--- src/rtl/exp_seq_25b_if.sv ---
// Handshake and control bundle between exp_seq_25b and its controller, generator and sink.
// The master modport is the environment side; the slave modport is the sequencer side.
interface exp_seq_25b_if #(
    parameter int DIV_W = 16,
    parameter int CNT_W = 16
);
    logic             i_start;
    logic             i_stop;
    logic [DIV_W-1:0] i_period;
    logic [CNT_W-1:0] i_steps;
    logic [25:0]      i_val;
    logic             o_gen_rst;
    logic             o_tick;
    logic [25:0]      o_data;
    logic             o_valid;
    logic             i_ready;
    logic             o_busy;
    logic             o_done;

    modport master (
        output i_start, i_stop, i_period, i_steps, i_val, i_ready,
        input  o_gen_rst, o_tick, o_data, o_valid, o_busy, o_done
    );

    modport slave (
        input  i_start, i_stop, i_period, i_steps, i_val, i_ready,
        output o_gen_rst, o_tick, o_data, o_valid, o_busy, o_done
    );
endinterface

--- src/rtl/exp_seq_25b.sv ---
// Load/tick sequencer and sample capture stage for gen_exp_25b.
// Optional EXP_SEQ_25B_FREERUN_EN: a latched step count of zero runs until i_stop or reset.
//
// state | meaning
// IDLE  | waiting for i_start
// LOAD  | generator load strobe, divider cleared
// RUN   | divider counting toward the latched period
// HOLD  | period elapsed, waiting for the output slot to free
// DRAIN | last sample captured, waiting for its transfer
module exp_seq_25b #(
    parameter int DIV_W = 16,
    parameter int CNT_W = 16
) (
    input  logic          i_clk,
    input  logic          i_rst,
    exp_seq_25b_if.slave  bus
);
    typedef enum logic [2:0] {
        S_IDLE,
        S_LOAD,
        S_RUN,
        S_HOLD,
        S_DRAIN
    } state_t;

    state_t           state_q;
    logic [DIV_W-1:0] period_q;
    logic [DIV_W-1:0] div_q;
    logic [CNT_W-1:0] remain_q;
    logic [25:0]      data_q;
    logic             valid_q;
    logic             done_q;
    logic             xfer;
    logic             slot_free;
    logic             at_term;
    logic             tick_c;
    logic             last_c;
    logic             abort_c;

`ifdef EXP_SEQ_25B_FREERUN_EN
    logic             free_q;
    assign last_c = !free_q && (remain_q == CNT_W'(1));
`else
    assign last_c = (remain_q == CNT_W'(1));
`endif

    assign xfer      = valid_q && bus.i_ready;
    assign slot_free = !valid_q || bus.i_ready;
    assign at_term   = (div_q == period_q);
    assign abort_c   = bus.i_stop && (state_q != S_IDLE);

    // Tick depends on i_ready so a stalled sample releases the generator in the same cycle.
    assign tick_c = !bus.i_stop && slot_free &&
                    (((state_q == S_RUN) && at_term) || (state_q == S_HOLD));

    assign bus.o_tick    = tick_c;
    assign bus.o_gen_rst = (state_q == S_LOAD) && !bus.i_stop;
    assign bus.o_data    = data_q;
    assign bus.o_valid   = valid_q;
    assign bus.o_busy    = (state_q != S_IDLE);
    assign bus.o_done    = done_q;

    always_ff @(posedge i_clk or negedge i_rst) begin
        if (!i_rst) begin
            state_q  <= S_IDLE;
            period_q <= '0;
            div_q    <= '0;
            remain_q <= '0;
            data_q   <= '0;
            valid_q  <= 1'b0;
            done_q   <= 1'b0;
`ifdef EXP_SEQ_25B_FREERUN_EN
            free_q   <= 1'b0;
`endif
        end else begin
            done_q <= 1'b0;
            if (xfer) begin
                valid_q <= 1'b0;
            end
            // Capture the pre-advance generator value on the tick edge.
            if (tick_c) begin
                data_q  <= bus.i_val;
                valid_q <= 1'b1;
                div_q   <= '0;
`ifdef EXP_SEQ_25B_FREERUN_EN
                if (!free_q) begin
                    remain_q <= remain_q - CNT_W'(1);
                end
`else
                remain_q <= remain_q - CNT_W'(1);
`endif
                state_q <= last_c ? S_DRAIN : S_RUN;
            end

            if (abort_c) begin
                state_q <= S_IDLE;
                valid_q <= 1'b0;
            end else begin
                unique case (state_q)
                    S_IDLE: begin
                        if (bus.i_start && !bus.i_stop) begin
                            period_q <= bus.i_period;
                            remain_q <= bus.i_steps;
`ifdef EXP_SEQ_25B_FREERUN_EN
                            free_q  <= (bus.i_steps == '0);
                            state_q <= S_LOAD;
`else
                            if (bus.i_steps != '0) begin
                                state_q <= S_LOAD;
                            end else begin
                                done_q <= 1'b1;
                            end
`endif
                        end
                    end
                    S_LOAD: begin
                        div_q   <= '0;
                        state_q <= S_RUN;
                    end
                    S_RUN: begin
                        if (!at_term) begin
                            div_q <= div_q + DIV_W'(1);
                        end else if (!tick_c) begin
                            state_q <= S_HOLD;
                        end
                    end
                    S_HOLD: begin
                    end
                    S_DRAIN: begin
                        if (xfer) begin
                            state_q <= S_IDLE;
                            done_q  <= 1'b1;
                        end
                    end
                    default: state_q <= S_IDLE;
                endcase
            end
        end
    end
endmodule

--- src/flat_wrapper.sv ---
// flat-port wrapper written by rule: the top's interface ports become plain ports
module exp_seq_25b_flat 
#(
    parameter int DIV_W = 16,
    parameter int CNT_W = 16
)
  (i_clk, i_rst, bus_i_start, bus_i_stop, bus_i_period, bus_i_steps, bus_i_val, bus_i_ready, bus_o_gen_rst, bus_o_tick, bus_o_data, bus_o_valid, bus_o_busy, bus_o_done);
  exp_seq_25b_if #(.DIV_W(DIV_W), .CNT_W(CNT_W)) bus_i ();
  input  logic i_clk;
  input  logic i_rst;
  input wire logic [$bits(bus_i.i_start)-1:0] bus_i_start;
  input wire logic [$bits(bus_i.i_stop)-1:0] bus_i_stop;
  input wire logic [$bits(bus_i.i_period)-1:0] bus_i_period;
  input wire logic [$bits(bus_i.i_steps)-1:0] bus_i_steps;
  input wire logic [$bits(bus_i.i_val)-1:0] bus_i_val;
  input wire logic [$bits(bus_i.i_ready)-1:0] bus_i_ready;
  output wire logic [$bits(bus_i.o_gen_rst)-1:0] bus_o_gen_rst;
  output wire logic [$bits(bus_i.o_tick)-1:0] bus_o_tick;
  output wire logic [$bits(bus_i.o_data)-1:0] bus_o_data;
  output wire logic [$bits(bus_i.o_valid)-1:0] bus_o_valid;
  output wire logic [$bits(bus_i.o_busy)-1:0] bus_o_busy;
  output wire logic [$bits(bus_i.o_done)-1:0] bus_o_done;
  assign bus_i.i_start = bus_i_start;
  assign bus_i.i_stop = bus_i_stop;
  assign bus_i.i_period = bus_i_period;
  assign bus_i.i_steps = bus_i_steps;
  assign bus_i.i_val = bus_i_val;
  assign bus_i.i_ready = bus_i_ready;
  assign bus_o_gen_rst = bus_i.o_gen_rst;
  assign bus_o_tick = bus_i.o_tick;
  assign bus_o_data = bus_i.o_data;
  assign bus_o_valid = bus_i.o_valid;
  assign bus_o_busy = bus_i.o_busy;
  assign bus_o_done = bus_i.o_done;
  exp_seq_25b #(.DIV_W(DIV_W), .CNT_W(CNT_W)) u_core (.i_clk(i_clk), .i_rst(i_rst), .bus(bus_i));
endmodule
--- config.mk ---
export PLATFORM = sky130hd
export DESIGN_NAME = exp_seq_25b_flat
export DESIGN_NICKNAME = d
export VERILOG_FILES = /design/src/rtl/exp_seq_25b_if.sv /design/src/rtl/exp_seq_25b.sv /design/src/flat_wrapper.sv
export SDC_FILE = /design/constraint.sdc
export NUM_CORES = 1
export LEC_CHECK = 0
export ABC_AREA = 1
export BUFFER_PORTS_ARGS = -buffer_cell sky130_fd_sc_hd__clkbuf_2
export CORE_ASPECT_RATIO = 0.8
export CORE_MARGIN = 3
export CORE_UTILIZATION = 40
export CTS_CLUSTER_DIAMETER = 50
export DETAILED_ROUTE_END_ITERATION = 7
export PLACE_DENSITY = 0.69
export SETUP_SLACK_MARGIN = 0.2
export SLEW_MARGIN = 0
export SYNTH_ARGS = -nofsm -noshare
export SYNTH_HDL_FRONTEND = slang
export SYNTH_SLANG_ARGS = --single-unit
export TNS_END_PERCENT = 10
--- constraint.sdc ---
create_clock -name i_clk -period 1.6 [get_ports i_clk]
set_input_delay 0.16 -clock i_clk [delete_from_list [all_inputs] [get_ports i_clk]]
set_output_delay 0.16 -clock i_clk [all_outputs]
set_load 0.05 [all_outputs]
After elaboration in Yosys (flattened, before gate mapping)
Index checks and enable logic that the tools add are counted.
{ "totals": {"register_bits": 79, "elab_cells": 57, "out_inout_bits": 31, "in_bits": 63} }
{ "op_classes": {"bitwise": 1, "add_sub_neg": 2, "reduce_logical": 16, "n_mux": 25, "eq_ne": 6} }
{ "op_table": {"columns": ["operator", "count"], "rows": [
  ["16-bit 2-to-1 mux", 7],
  ["16-bit one-hot mux with 2 select lines", 1],
  ["3-bit 2-to-1 mux", 8],
  ["16-bit by 1-bit adder with 16-bit output, second input constant", 1],
  ["16-bit by 1-bit == test with 1-bit output, second input constant", 1],
  ["16-bit == test", 1],
  ["16-bit nonzero test", 1],
  ["16-bit by 1-bit subtractor with 16-bit output, second input constant", 1],
  ["3-bit one-hot mux with 5 select lines", 1],
  ["1-bit logical AND", 7],
  ["1-bit 2-to-1 mux", 7],
  ["3-bit by 2-bit == test with 1-bit output, second input constant", 2],
  ["3-bit nonzero test", 2],
  ["3-bit by 1-bit == test with 1-bit output, second input constant", 1],
  ["3-bit == test, second input constant", 1],
  ["3-bit zero test", 1],
  ["3-bit AND reduction", 1],
  ["1-bit zero test", 2],
  ["1-bit logical OR", 2],
  ["1-bit one-hot mux with 2 select lines", 1],
  ["1-bit inverter", 1]
]} }

Depth between registers and ports, before layout
Gate-level depths: netlist (run 1).
{ "logic_depth": {"ltp_word": 9, "depth_mapped": 16, "depth_no_buf": 14} }

Least setup slack after synthesis (run 1)
OpenSTA, ideal clock, no wires.
{ "synth_path": {"path_kind": "reg-to-reg", "startpoint": "reg u_core.state_q[0]", "endpoint": "reg u_core.remain_q[12]", "setup_ns": 0.113, "stages_incl_launch_ff": 11, "setup_slack_ns": -0.249, "t_required_ns": 1.487, "t_arrival_ns": 1.736, "path_buffers": 1, "synth_period_minus_slack_ns": 1.849, "path_cell_list": "dfrtp_1 > nor2_1 > inv_1 > nor2_1 > inv_1 > nor2_4 > inv_2 > buf_2 > or2_0 > nand2_1 > inv_1"} }
{ "synth_between": {"word_cells_on_any_way": 12, "cone_classes": "eq/ne (2); mux (4); reduce/logical (6)"} }
{ "synth_rtl": {"columns": ["element", "line_no", "text"], "rows": [
  ["start: declaration", "exp_seq_25b.sv:26", "state_t state_q;"],
  ["start signal: assignment", "exp_seq_25b.sv:92", "state_q <= last_c ? S_DRAIN : S_RUN;"],
  ["3-bit nonzero test", null, null],
  ["net bus_o_busy", "flat_wrapper.sv:21", "output wire logic [$bits(bus_i.o_busy)-1:0] bus_o_busy;"],
  ["1-bit logical AND", "exp_seq_25b.sv:50", "assign abort_c = bus.i_stop && (state_q != S_IDLE);"],
  ["16-bit 2-to-1 mux", "exp_seq_25b.sv:95", "if (abort_c) begin"],
  ["end signal: assignment", "exp_seq_25b.sv:90", "remain_q <= remain_q - CNT_W'(1);"],
  ["end signal: assignment", "exp_seq_25b.sv:103", "remain_q <= bus.i_steps;"],
  ["end: declaration", "exp_seq_25b.sv:29", "logic [CNT_W-1:0] remain_q;"]
]} }
The timed path passes the listed nets, and every way through them passes these cells.
A chain may end at the register's enable or synchronous reset.

Final worst setup path (run 1)
{ "layout_path": {"startpoint": "reg u_core.div_q[11]", "endpoint": "out bus_o_tick"} }
{ "layout_between": {"elab_chain_len": 4} }
{ "layout_lines": {"columns": ["element", "line_no", "text"], "rows": [
  ["start: declaration", "exp_seq_25b.sv:28", "logic [DIV_W-1:0] div_q;"],
  ["start signal: assignment", "exp_seq_25b.sv:122", "div_q <= div_q + DIV_W'(1);"],
  ["16-bit == test", "exp_seq_25b.sv:49", "assign at_term = (div_q == period_q);"],
  ["1-bit logical AND", "exp_seq_25b.sv:54", "(((state_q == S_RUN) && at_term) || (state_q == S_HOLD));"],
  ["1-bit logical OR", "exp_seq_25b.sv:54", null],
  ["1-bit logical AND", "exp_seq_25b.sv:53", "assign tick_c = !bus.i_stop && slot_free &&"],
  ["end: declaration", "flat_wrapper.sv:18", "output wire logic [$bits(bus_i.o_tick)-1:0] bus_o_tick;"]
]} }
Every way passes these cells.

==> impl_metrics.tcl, run 1 <==
set metrics [dict create \
    outcome "finished with violations" \
    violations "negative setup slack" \
    worstHoldStart "bus_i_val[19]" \
    fmax_ghz 0.5306 \
    fin_util_pct 59.68 \
    slew_viol_final 0 \
    cap_violations 0 \
    viasPerCell 4.783 \
    hold_path_end "u_core.bus.o_data[19]" \
    maxSlewHeadroom_pct 64.60 \
    reg2reg_slack_ns -0.26 \
    nets 911 \
    die_h_um 101.0 \
    drive_above_1_share_pct 32.35 \
    arrival_ns 1.72 \
    post-place-ws_ns -0.2448 \
    ios 94 \
    end_kind "output port" \
    cts_root_buf "clkbuf_16" \
    min_delay_path_depth 3 \
    fin_ws_ns -0.2846 \
    critPathMaxFanout 4 \
    peakVddDrop_mv 1.146 \
    yosysWarnings 0 \
    place.port_buffers 93 \
    start_util_pct 41.23 \
    cts_num_sinks 79 \
    gp_congestion 0.9063 \
    numCtsBuffers 9 \
    grt_pass1_wl_um 21600 \
    dp_hpwl_um 9639 \
    grt_overflow 0 \
    htreeDepth 3 \
    crit_chain "inv_2, nand2_1, nand2_1, nor2_2, nand2_1, nor2_2, nand3_2, nand2_4, nand2_8, inv_8, buf_12" \
    wl_per_cell_um 13.16 \
    drt-initial-drc-count 303 \
    hold_slack_ns 0.01047 \
    hold_viol 0 \
    wl_um 13080 \
    rsz0062_at_grt "true" \
    clk_pin_slew_worst_paths_ns 0.06 \
    syn_area_mm2 0.004508 \
    route.antenna.remaining_nets 0 \
    critPathKind "register to output port" \
    ys_ff_latch 79 \
    worstRegToRegCells 15 \
    hp-class "primary input to register" \
    insertion_delay_ns 0.34 \
    multiInputGateArea_mm2 0.002271 \
    first_global_vias 4605 \
    fin_crit_ns 1.885 \
    route.detailed.drc 0 \
    cp_data_required_time_ns 1.44 \
    n_antenna_cell 0 \
    area_delta_synth_final_pct 44.74 \
    fin_skew_ns 0.003820 \
    start_kind "register" \
    reg2reg_from "u_core.div_q[11]" \
    antenna_found_initial 0 \
    coreArea_mm2 0.01093 \
    timing.rr.end "u_core.div_q[11]" \
    finalSetupViolCount 66 \
    ys_seq_area_share_pct 43.85 \
    power_mw 11.04 \
    dieArea_mm2 0.01259 \
    worst_pin_slew_ns 0.5291 \
    grt_max_degree 38 \
    period_share_pct 117.8 \
    leakage_nw 3.550 \
    cts_buffer_depth 2 \
    fillers 964 \
    synth_cell_types 33 \
    syn_area_per_cell_um2 6.946 \
    cp_common_cell "nand2_1" \
    tritoncts "built" \
    first_pass_iters 4 \
    die_x_um 124.7 \
    cp_slowest_cell "dfrtp_1" \
    track_usage_pct 20.99 \
    rows 34 \
    pwr_density_cell_mw_per_mm2 1692 \
    synthCells 649 \
    seq_area_mm2 0.001978 \
    cp_slowest_stage_delay_ns 0.41 \
    synth_fp_nets 715 \
    num_vias 4754 \
]
## cells in the mapped netlist (all sizes together)
| master | n | area share, % |
|---|---|---|
| nand2 | 283 | 24 |
| dfrtp | 79 | 44 |
| inv | 77 | 6.4 |
| nand3 | 55 | 6.2 |
| nor2 | 50 | 4.7 |
| o21ai | 29 | 3.2 |
| xor2 | 17 | 3.3 |
| buf | 13 | 1.9 |
| nor3 | 10 | 1.2 |
| a21oi | 8 | 0.89 |
| clkbuf | 6 | 0.53 |
| or2 | 5 | 0.69 |
| xnor2 | 4 | 0.78 |
| ha | 3 | 0.83 |
| nand4 | 3 | 0.42 |
| nor4 | 2 | 0.28 |
| a21boi | 1 | 0.17 |
| a31oi | 1 | 0.14 |
| nand3b | 1 | 0.17 |
| nor3b | 1 | 0.17 |
| o211ai | 1 | 0.17 |
## sequential cells by signal, indices dropped and copies added, names as in the netlist
| signal | count |
|---|---|
| u_core.bus.o_data | 26 |
| u_core.remain_q | 16 |
| u_core.period_q | 16 |
| u_core.state_q | 3 |
| u_core.bus.o_done | 1 |
| u_core.bus.o_valid | 1 |
| u_core.div_q | 16 |
## worst max-delay path, delay by kind of cell (launching register included)
kind	cells	cell delay (ns)
buffers and inverters	3	0.23
flip-flops	1	0.41
AND/OR/NAND/NOR	8	0.73
## report_power, final
group / internal, mW / leakage (nW) / total, mW / switching, mW
Combinational: 1.98 / 2.36 / 5.24 / 3.26
Sequential: 2.74 / 1.01 / 3.24 / 0.505
Clock: 1.73 / 0.180 / 2.56 / 0.828
Total: 6.45 / 3.55 / 11.0 / 4.59
## logic make-up (layout without fill, tap and decap cells)
family / count (synthesis) / in the layout / synth area share (%)
AOI/OAI and AO/OA: 40 / 40 / 4.580
and+or+nand+nor: 410 / 411 / 37.83
DFF: 79 / 79 / 43.85
buffers and inverters: 96 / 296 / 8.826
adders and majority gates: 3 / 3 / 0.8327
xor gates and xnor gates: 21 / 21 / 4.080
## area by class of cell
cell class	instances	area share [%]
Sequential cell	79	30.32
Multi-Input combinational cell	475	34.80
Timing Repair Buffer	203	21.84
Inverter	77	4.583
Tap cell	144	2.761
Clock inverter	5	1.975
Clock buffer	11	3.720
## repair_timing
item	CTS	global route
hold buffers	2	0
hold endpoints to repair	35	0
setup buffers	9	1
cloned	1	1
pin swaps	9	12
resized for setup	35	32
endpoints found under the setup margin	82	82
## how the worst max path moves through the flow
stage	start	to	cells past startpoint
final	u_core.div_q[11]	bus_o_tick	11
after global routing	u_core.div_q[11]	bus_o_tick	11
after CTS	u_core.div_q[0]	bus_o_tick	11
after detailed placement	u_core.div_q[10]	u_core.bus.o_data[14]	13
after global placement	u_core.div_q[10]	u_core.bus.o_data[18]	13
after floorplan	u_core.div_q[3]	u_core.div_q[4]	12
## layout by cell type (no fill, tap or decap), types with 14 or more instances in the layout
cell type  count
o21ai_0       15
nor2_1        38
dfrtp_1       78
nand2_1      267
nand3_1       52
xor2_1        17
buf_4         98
inv_1         61
inv_2         14
clkbuf_2      89
## metal layers
layer	part of all wire (%)	track usage (%)	vias up
met5	0	0	-
met4	1.4	6.487	0
met3	7.0	5.508	20
met2	45	33.18	157
met1	46	28.46	2181
li1	-	-	2396
## through the flow
stage	setup TNS, ns	area [um^2]	std cells
after floorplan	0	4532	649
after global placement	-7.010	5842	964
after detailed placement	-10.53	5842	964
after CTS	-10.59	6411	992
after global routing	-19.61	6525	994
final	-11.08	6525	994
No activity file was read; power rests on OpenSTA's default activity.
==> run 2, diff against run 1 <==
- ABC_AREA: 1 -> not set
- CELL_PAD_IN_SITES_DETAIL_PLACEMENT: not set -> 0
- CELL_PAD_IN_SITES_GLOBAL_PLACEMENT: not set -> 1
- CORE_UTILIZATION: 40 -> 38
- PLACE_DENSITY: 0.69 -> 0.81
- SLEW_MARGIN: 0 -> not set
==> run 2 against run 1 <==
- the flow still finishes with violations (negative setup slack)
- synthesized cell count decreased by 44%
- cell count decreased by 31%
- global-route usage decreased by 2.5 points
- worst setup slack got worse by 0.30 ns
- sequential power increased by 2%
- final area decreased by 9.1%
- critical endpoint is now u_core.bus.o_data[7]
- largest cell class unchanged
==> impl_metrics.tcl, run 2 <==
set metrics [dict create \
    power_frac_comb_pct 47.1 \
    clk_pin_slew_worst_paths_ns 0.07 \
    ios 94 \
    insertion_delay_ns 0.34 \
    fin_skew_ns 0.007657 \
    drive_above_1_share_pct 51.37 \
    synth_compound_area_share_pct 9.866 \
    cap_violations 0 \
    period_share_pct 136.5 \
    syn_area_mm2 0.004020 \
    setup_tns_ns -30.52 \
    swShare_pct 40.10 \
    synth_cell_types 56 \
    first_pass_iters 4 \
    ys_ff_latch 79 \
    htreeDepth 3 \
    outcome "finished with violations" \
    violations "negative setup slack" \
    muxShareOfSynthArea_pct 13.57 \
    worst_pin_slew_ns 0.4555 \
    rsz0062_at_grt "true" \
    end_kind "register" \
    grt_max_degree 46 \
    nets 610 \
    num_vias 3451 \
    place.port_buffers 93 \
    tritoncts "built" \
    synthArstFlopShare_pct 100.0 \
    multiInputGateArea_mm2 0.002137 \
    synthCells 364 \
    p_clk_share_pct 19.6 \
    route.antenna.remaining_nets 0 \
    hold_viol 0 \
    layout_common_cells "89 x clkbuf_2, 85 x buf_4, 76 x dfrtp_1, 29 x nor2_1, 23 x mux2_2" \
    cts_root_buf "clkbuf_16" \
    leakage_nw 2.780 \
    yosysTopAreaCellShare_pct 49.18 \
    rows 32 \
    hp-class "primary input to register" \
    coreArea_mm2 0.009970 \
    peakVddDrop_mv 1.705 \
    critPathKind "register to register" \
    fin_ws_ns -0.5842 \
    synth.top_cells.by_count "79 x dfrtp_1, 44 x mux2_2, 30 x nor2_1, 22 x a21oi_1, 20 x nand2_1" \
    seq_area_mm2 0.001981 \
    first_global_vias 3622 \
    synthAdderAreaFrac_pct 0.9337 \
    fillers 797 \
    viasPerCell 5.038 \
    wl_per_cell_um 15.61 \
    power_mw 9.985 \
    synthTopCellsByArea "dfrtp_1 49%, mux2_2 12%, xnor2_1 3.5%" \
    yosysWarnings 0 \
    synth_top_family_by_area "simple AND/OR/NAND/NOR gates" \
    numCtsBuffers 9 \
    ys_seq_area_share_pct 49.18 \
    area_delta_synth_final_pct 47.53 \
    arrival_ns 2.41 \
    die_x_um 121.0 \
    ys.flop_type "dfrtp_1" \
    maxSlewHeadroom_pct 69.64 \
    synth_edf_count 0 \
    track_usage_pct 18.52 \
    seq_power_share_pct 33.2 \
    dp_hpwl_um 7834 \
    finalSetupViolCount 81 \
    antenna_found_initial 0 \
    gp_congestion 0.9057 \
    syn_area_per_cell_um2 11.04 \
    start_util_pct 40.32 \
    route.detailed.drc 0 \
    slew_viol_final 0 \
    grt_pass1_wl_um 17550 \
    synth.most_common_cell "dfrtp_1" \
    start_kind "register" \
    cts_buffer_depth 2 \
    p_int_mw 5.981 \
    n_antenna_cell 0 \
    die_h_um 98.00 \
    wl_um 10700 \
    post-place-ws_ns -0.5452 \
    fmax_ghz 0.4578 \
    pwr_density_cell_mw_per_mm2 1684 \
    synth-simple-area-share_pct 16.65 \
    grt_overflow 0 \
    yosys.area.top_type "dfrtp_1" \
    final_common_cell "clkbuf_2" \
    critPathMaxFanout 5 \
    cp_data_required_time_ns 1.82 \
    drt-initial-drc-count 139 \
    synth_xor_area_share_pct 7.127 \
    largest_register_ffs 26 \
    synth_fp_nets 430 \
    cts_num_sinks 79 \
    dieArea_mm2 0.01186 \
    fin_crit_ns 2.184 \
    power.switching_mw 4.004 \
]
[run 2: critical path, stage by stage, from the launching register on]
cell,delay (ns)
dfrtp_2,0.44
xnor2_2,0.18
nand4_2,0.18
o41ai_4,0.40
and2_4,0.23
buf_8,0.14
buf_6,0.15
mux2_2,0.33
[run 2: cells by family after synthesis]
group,after synthesis
DFF,79
AOI/OAI and AO/OA,57
adders and majority gates,3
and+or+nand+nor,122
xor gates and xnor gates,31
buffers and inverters,23
muxes,49
[run 2: worst paths after layout]
check / from / end / slack [ns] / cells after the start
setup / recovery: u_core.div_q[5] / u_core.bus.o_data[7] / -0.58 / 7
hold reg to reg: u_core.bus.o_data[12] / u_core.bus.o_data[12] / 0.51 / 1
setup reg to reg: u_core.div_q[5] / u_core.bus.o_data[7] / -0.58 / 7
max in group asynchronous: i_rst / u_core.bus.o_data[10] / 0.66 / 3
min in group asynchronous: i_rst / u_core.div_q[14] / 0.31 / 2
hold / removal: bus_i_val[4] / u_core.bus.o_data[4] / 0.05 / 2
[run 2: stage by stage]
step	std cells	hold slack, ns	cell area [um^2]	utilization, %
2_1_floorplan	364	-0.1356	4115	-
3_3_place_gp	659	0.1359	5313	53.29
3_5_place_dp	659	0.1388	5313	53.29
4_1_cts	678	0.04386	5767	57.84
5_1_grt	685	0.04512	5931	59.49
6_report	685	0.05300	5931	59.49
[run 2: layout make-up]
class,instances,share of cell area (%)
Tap cell,136,2.869
Clock inverter,5,0.6962
Sequential cell,79,33.40
Timing Repair Buffer,189,22.72
Clock buffer,11,4.093
Multi-Input combinational cell,262,36.03
Inverter,3,0.1899
[run 2: per-layer routing]
metal,global-route usage (%),share of wire [%],up-vias,wire length [um]
met5,0,0,-,0
met4,4.791,1.3,0,134
met3,4.748,5.0,11,539
met2,30.49,49,83,5193
met1,24.44,45,1677,4829
li1,-,-,1680,-
[run 2: repair_timing]
item | in CTS | in global routing
setup endpoints to repair | 81 | 81
endpoints found under the hold margin | 30 | 0
pin swaps | 5 | 7
hold buffers | 1 | 0
gates cloned | 0 | 3
gates resized for setup | 31 | 21
buffers inserted | 2 | 4
[run 2: power by group through the flow]
stage	sequential [mW]	combinational (mW)	clock [mW]
4_1_cts	3.31	4.56	2.01
3_3_place_gp	3.28	4.28	0
3_5_place_dp	3.30	4.36	0
2_1_floorplan	4.41	1.84	0
5_1_grt	3.42	5.05	2.09
6_report	3.32	4.71	1.96
